[config.mk]
export PLATFORM = sky130hd
export DESIGN_NAME = jt49_mix_amp
export DESIGN_NICKNAME = d
export VERILOG_FILES = /design/src/rtl/jt49_pkg.sv /design/src/rtl/jt49_log2lin.sv /design/src/rtl/jt49_mix_amp.sv
export SDC_FILE = /design/constraint.sdc
export NUM_CORES = 1
export LEC_CHECK = 0
export CELL_PAD_IN_SITES_DETAIL_PLACEMENT = 1
export CELL_PAD_IN_SITES_GLOBAL_PLACEMENT = 2
export CORE_ASPECT_RATIO = 1.2
export CORE_MARGIN = 4
export CORE_UTILIZATION = 29
export CTS_CLUSTER_DIAMETER = 100
export DETAILED_ROUTE_END_ITERATION = 8
export PLACE_DENSITY = 0.74
export SETUP_SLACK_MARGIN = 0.2
export SYNTH_ARGS = -nofsm -noshare
export SYNTH_HDL_FRONTEND = slang
export SYNTH_SLANG_ARGS = --single-unit
[constraint.sdc]
create_clock -name clk -period 2.2 [get_ports clk]
set_input_delay 0.44 -clock clk [delete_from_list [all_inputs] [get_ports clk]]
set_output_delay 0.44 -clock clk [all_outputs]
set_load 0.02 [all_outputs]
[src/rtl/jt49_pkg.sv]
`default_nettype none
// +--------------------------------------------------------------------+
// | jt49_pkg : shared widths, sequencer phases and log-to-linear table |
// | Rev 1.0                                                            |
// +--------------------------------------------------------------------+
package jt49_pkg;

  localparam int LVL_W = 5;
  localparam int LIN_W = 8;
  localparam int SND_W = 10;

  localparam logic [1:0] PH_SNAP = 2'd0;
  localparam logic [1:0] PH_A    = 2'd1;
  localparam logic [1:0] PH_B    = 2'd2;
  localparam logic [1:0] PH_C    = 2'd3;

  // 1.5 dB per step below full scale, entry 0 is true silence
  localparam logic [LIN_W-1:0] LIN_TABLE [32] = '{
    8'd0,   8'd1,   8'd2,   8'd2,   8'd2,   8'd3,   8'd3,   8'd4,
    8'd5,   8'd6,   8'd7,   8'd8,   8'd10,  8'd11,  8'd14,  8'd16,
    8'd19,  8'd23,  8'd27,  8'd32,  8'd38,  8'd45,  8'd54,  8'd64,
    8'd76,  8'd90,  8'd108, 8'd128, 8'd152, 8'd181, 8'd215, 8'd255
  };

  function automatic logic [LVL_W-1:0] gated_level(
    input logic             tone,
    input logic             noise,
    input logic             tone_dis,
    input logic             noise_dis,
    input logic [4:0]       amp,
    input logic [LVL_W-1:0] env,
    input logic             fixed_mute
  );
    logic             g;
    logic [LVL_W-1:0] l5;
    g = (tone | tone_dis) & (noise | noise_dis);
    if (amp[4])
      l5 = env;
    else if (fixed_mute && (amp[3:0] == 4'd0))
      l5 = '0;
    else
      l5 = {amp[3:0], 1'b1};
    return g ? l5 : '0;
  endfunction

endpackage
`default_nettype wire

[src/rtl/jt49_log2lin.sv]
`default_nettype none
// +--------------------------------------------------------------------+
// | jt49_log2lin : 5-bit log level to 8-bit linear amplitude lookup    |
// | Rev 1.0                                                            |
// +--------------------------------------------------------------------+
module jt49_log2lin
  import jt49_pkg::*;
(
  input  logic [LVL_W-1:0] lvl,
  output logic [LIN_W-1:0] lin
);

  assign lin = LIN_TABLE[lvl];

endmodule
`default_nettype wire

[src/rtl/jt49_mix_amp.sv]
`default_nettype none
// +--------------------------------------------------------------------+
// | jt49_mix_amp : mixer gating, amplitude select, shared log2lin, sum |
// | Rev 1.0                                                            |
// +--------------------------------------------------------------------+
module jt49_mix_amp
  import jt49_pkg::*;
#(
  parameter bit FIXED_MUTE = 1'b1
) (
  input  logic             clk,
  input  logic             rst_n,
  input  logic             cen,
  input  logic             tone_a,
  input  logic             tone_b,
  input  logic             tone_c,
  input  logic             noise,
  input  logic [5:0]       mixer,
  input  logic [4:0]       amp_a,
  input  logic [4:0]       amp_b,
  input  logic [4:0]       amp_c,
  input  logic [LVL_W-1:0] env,
  output logic [LVL_W-1:0] lvl_a,
  output logic [LVL_W-1:0] lvl_b,
  output logic [LVL_W-1:0] lvl_c,
  output logic [LIN_W-1:0] out_a,
  output logic [LIN_W-1:0] out_b,
  output logic [LIN_W-1:0] out_c,
  output logic [SND_W-1:0] sound,
  output logic             sample
);

  logic [1:0]       r_phase;
  logic             r_primed;
  logic [LIN_W-1:0] r_la;
  logic [LIN_W-1:0] r_lb;
  logic [LIN_W-1:0] r_lc;

  logic [LVL_W-1:0] w_gate_a;
  logic [LVL_W-1:0] w_gate_b;
  logic [LVL_W-1:0] w_gate_c;
  logic [LVL_W-1:0] w_lin_idx;
  logic [LIN_W-1:0] w_lin;
  logic [SND_W-1:0] w_sum;

  assign w_gate_a = gated_level(tone_a, noise, mixer[0], mixer[3], amp_a, env, FIXED_MUTE);
  assign w_gate_b = gated_level(tone_b, noise, mixer[1], mixer[4], amp_b, env, FIXED_MUTE);
  assign w_gate_c = gated_level(tone_c, noise, mixer[2], mixer[5], amp_c, env, FIXED_MUTE);

  // The single table walks the snapshot levels A, B, C on phases 1..3
  always_comb begin
    w_lin_idx = lvl_a;
    case (r_phase)
      PH_B:    w_lin_idx = lvl_b;
      PH_C:    w_lin_idx = lvl_c;
      default: w_lin_idx = lvl_a;
    endcase
  end

  jt49_log2lin u_log2lin (
    .lvl (w_lin_idx),
    .lin (w_lin)
  );

  assign w_sum = {2'b00, r_la} + {2'b00, r_lb} + {2'b00, r_lc};

  always_ff @(posedge clk or negedge rst_n) begin
    if (!rst_n) begin
      r_phase  <= PH_SNAP;
      r_primed <= 1'b0;
      r_la     <= '0;
      r_lb     <= '0;
      r_lc     <= '0;
      lvl_a    <= '0;
      lvl_b    <= '0;
      lvl_c    <= '0;
      out_a    <= '0;
      out_b    <= '0;
      out_c    <= '0;
      sound    <= '0;
      sample   <= 1'b0;
    end else if (!cen) begin
      sample <= 1'b0;
    end else begin
      r_phase <= r_phase + 2'd1;
      sample  <= 1'b0;
      case (r_phase)
        PH_SNAP: begin
          lvl_a    <= w_gate_a;
          lvl_b    <= w_gate_b;
          lvl_c    <= w_gate_c;
          out_a    <= r_la;
          out_b    <= r_lb;
          out_c    <= r_lc;
          sound    <= w_sum;
          // The first snapshot after reset only publishes cleared accumulators
          sample   <= r_primed;
          r_primed <= 1'b1;
        end
        PH_A:    r_la <= w_lin;
        PH_B:    r_lb <= w_lin;
        default: r_lc <= w_lin;
      endcase
    end
  end

endmodule
`default_nettype wire

==> flow_summary_export.csv <==
group,metric,value,unit
status,status,"complete, but fails checks",
status,violations,"negative setup slack",
synth,synth_common_cells,"114 x nand2_1, 77 x dfrtp_1, 40 x o21ai_0",
floorplan,start_util,29.8,%
worst_setup_path,reg2reg_depth,8,
placed_design,finalWeightedCongestion,0.829,
worst_setup_path,path_buf_inv,0,
sta,post-route-period-util,110,%
grt,antenna_found_initial,0,
synth,post_synth_inst_count,424,
worst_setup_path,arrival,2670,ps
sta,rsz0062_at_grt,"yes",
finish,drive_gt1_share,31.3,%
placed_design,pre_cts_ws,-275,ps
sta,slew_violations,0,
placed_design,dp_hpwl,9890,um
routing,routed_wl,13500,um
clocking,cts_tree,"done",
worst_setup_path,crit_start,"r_la[1]",
routing,wl_met1,5270,um
clocking,cts_hold_buf,0,
power,p_leak,2.97,nW
synth,synth_area_leaders,"dfrtp_1 47%, nand2_1 10%, ha_1 4.8%",
sta,finalClockSkew,8.35,ps
synth,synthArstFlopShare,100,%
floorplan,die_w,117,um
worst_setup_path,slowest_delay,490,ps
power,peakVddDrop,0.601,mV
clocking,clockBufferDepth,2,
synth,synth_top_area_cell,"dfrtp_1",
hold_path,hp-class,"input port to async pin",
sta,setup_slack,-230,ps
routing,wl_met2,7340,um
routing,ant_nets,0,
placed_design,port_buffers,82,
routing,drt_iter0_markers,82,
worst_setup_path,r2r-start,"r_la[1]",
worst_setup_path,worst_r2r_endpoint,"sound[9]",
floorplan,ios,83,
job,drv_cap,0,
sta,slew_headroom,63.6,%
finish,fin_nets,641,
synth,ys_warn_count,0,
worst_setup_path,critical_path.slowest_cell,"fa_1",
floorplan,num_rows,47,
routing,first_pass_iters,4,
clocking,cts_sinks,77,
synth,ys_seq_elements,77,
grt,grt_pass1_wl,21200,um
finish,area_growth,60.8,%
synth,syn_nets,482,
grt,grt_start_max_net_pins,41,
finish,seq_area,1930,um^2
routing,wl_per_cell,17.8,um
worst_setup_path,setup.worst_path.end_class,"flop",
synth,yosysMostFrequentCell,"nand2_1",
finish,n_antenna_cell,0,
floorplan,die_h,139,um
worst_setup_path,worst-r2r-setup-slack,-230,ps
synth,synth_seq_area_share,46.5,%
synth,synthesis.area,4140,um^2
routing,wl_met3,476,um
grt,grt_overflow_total,0,
power,power_density,1790,nW/um^2
synth,ys.flop_type,"dfrtp_1",
worst_setup_path,worstPathMaxFanout,2,
floorplan,die_area,16300,um^2
worst_setup_path,worst_setup_path_start_kind,"flop",
sta,hold_slack,72.6,ps
floorplan,core,13900,um^2
clocking,cts_root_buf,"clkbuf_16",
worst_setup_path,critPathKind,"flop to flop",
worst_setup_path,path_cells,"fa_1, ha_2, fa_2, a21o_1, a21oi_2, o21ai_1, and3b_2, o31a_1",
synth,avgSynthCellArea,9.77,um^2
clocking,clock_latency,350,ps
sta,fin_crit,2430,ps
worst_setup_path,critPathTopFamily,"adder cells",
grt,grt_pass1_vias,4137,
grt,grtUsageTotal,16.5,%
sta,worst_slew_pin_slew,546,ps
clocking,clk_pin_slew,70,ps
sta,max_freq,411,MHz
clocking,htree_levels,3,
sta,setup_viol,23,
routing,routed_via_density,4.92,
synth,synth_cell_types,60,
worst_setup_path,required,2440,ps
clocking,cts_buffers,9,
routing,drc,0,
synth,synth_top_area_share,46.5,%
finish,fill_cells,1537,
synth,synth-edff-count,0,
routing,dr_total_vias,3726,
sta,hold_viol,0,
finish,multi_input_area,2520,um^2
routing,top_layer,"met4",
cell type report:
type | count | share of cell area, %
multi-input cells | 309 | 37.9
flip-flops and latches | 77 | 29.0
repair buffers | 170 | 24.4
clock buffers | 10 | 3.59
well taps | 171 | 3.21
inverters | 16 | 1.09
clock inverters | 5 | 0.902
registers in the layout, indices dropped and copies added (netlist names):
| register | flops |
|---|---|
| lvl_c | 5 |
| sample | 1 |
| out_a | 8 |
| r_la | 8 |
| sound | 10 |
| r_lc | 8 |
| out_b | 8 |
| lvl_b | 5 |
| r_phase | 2 |
| lvl_a | 5 |
| out_c | 8 |
| r_lb | 8 |
| r_primed | 1 |
routing by layer:
| metal | global-route usage, % | vias to the layer above |
|---|---|---|
| li1 | - | 1784 |
| met5 | 0 | - |
| met4 | 5.31 | 0 |
| met1 | 18.7 | 1829 |
| met3 | 3.75 | 23 |
| met2 | 30.0 | 90 |
where the power goes:
| part | switching, mW | internal, mW |
|---|---|---|
| Sequential | 0.427 | 1.97 |
| Combinational | 4.05 | 3.95 |
| Clock | 0.630 | 0.908 |
cells in the final DEF (no fill, tap or decap), types with 4 or more instances in the layout:
master	n
o21ai_0	24
buf_12	6
dfrtp_1	76
mux2i_1	12
o21ai_2	6
nor2_1	14
clkdlybuf4s50_1	81
clkbuf_16	9
nand2_1	112
a21oi_1	6
o31ai_2	4
o21ai_1	12
nor3_4	4
fa_1	7
buf_4	65
ha_4	7
buf_6	18
ha_1	8
inv_1	11
a21oi_2	6
logic make-up (layout without fill, tap and decap cells):
family / after synthesis / in the layout / share of synthesized area, %
compound gates: 101 / 101 / 16.5
mux: 19 / 19 / 4.80
flops: 77 / 77 / 46.5
simple gates: 156 / 156 / 16.9
xor+xnor: 8 / 8 / 1.69
fa+ha+maj: 25 / 25 / 9.18
buf+inv: 38 / 201 / 4.35
through the flow:
| step | utilization [%] | cell area [um^2] | cells | setup TNS [ps] | power [mW] |
|---|---|---|---|---|---|
| finish | 48.0 | 6660 | 758 | -2680 | 11.9 |
| global route | 48.0 | 6660 | 758 | -4590 | 12.7 |
| CTS | 45.8 | 6350 | 747 | -2160 | 11.2 |
| detailed placement | 41.4 | 5750 | 722 | -4370 | 8.72 |
| global placement | 41.4 | 5750 | 722 | -2120 | 8.53 |
| floorplan | - | 4280 | 424 | -366 | 5.88 |
worst max-delay path by stage:
stage               end  slack (ps)  cells past startpoint
2_1_floorplan  sound[9]        -120                      8
3_3_place_gp   sound[9]        -190                      8
3_5_place_dp   sound[9]        -280                      8
4_1_cts        sound[9]        -250                      8
5_1_grt         r_lb[1]        -300                     10
6_report       sound[9]        -230                      8
what timing repair did:
item	CTS	global route
gates cloned	0	0
pin swaps	27	24
buffers inserted	10	11
gates resized for setup	57	41
endpoints found under the setup margin	31	35
endpoints found under the hold margin	0	0
Power figures use the tool's default switching activity.
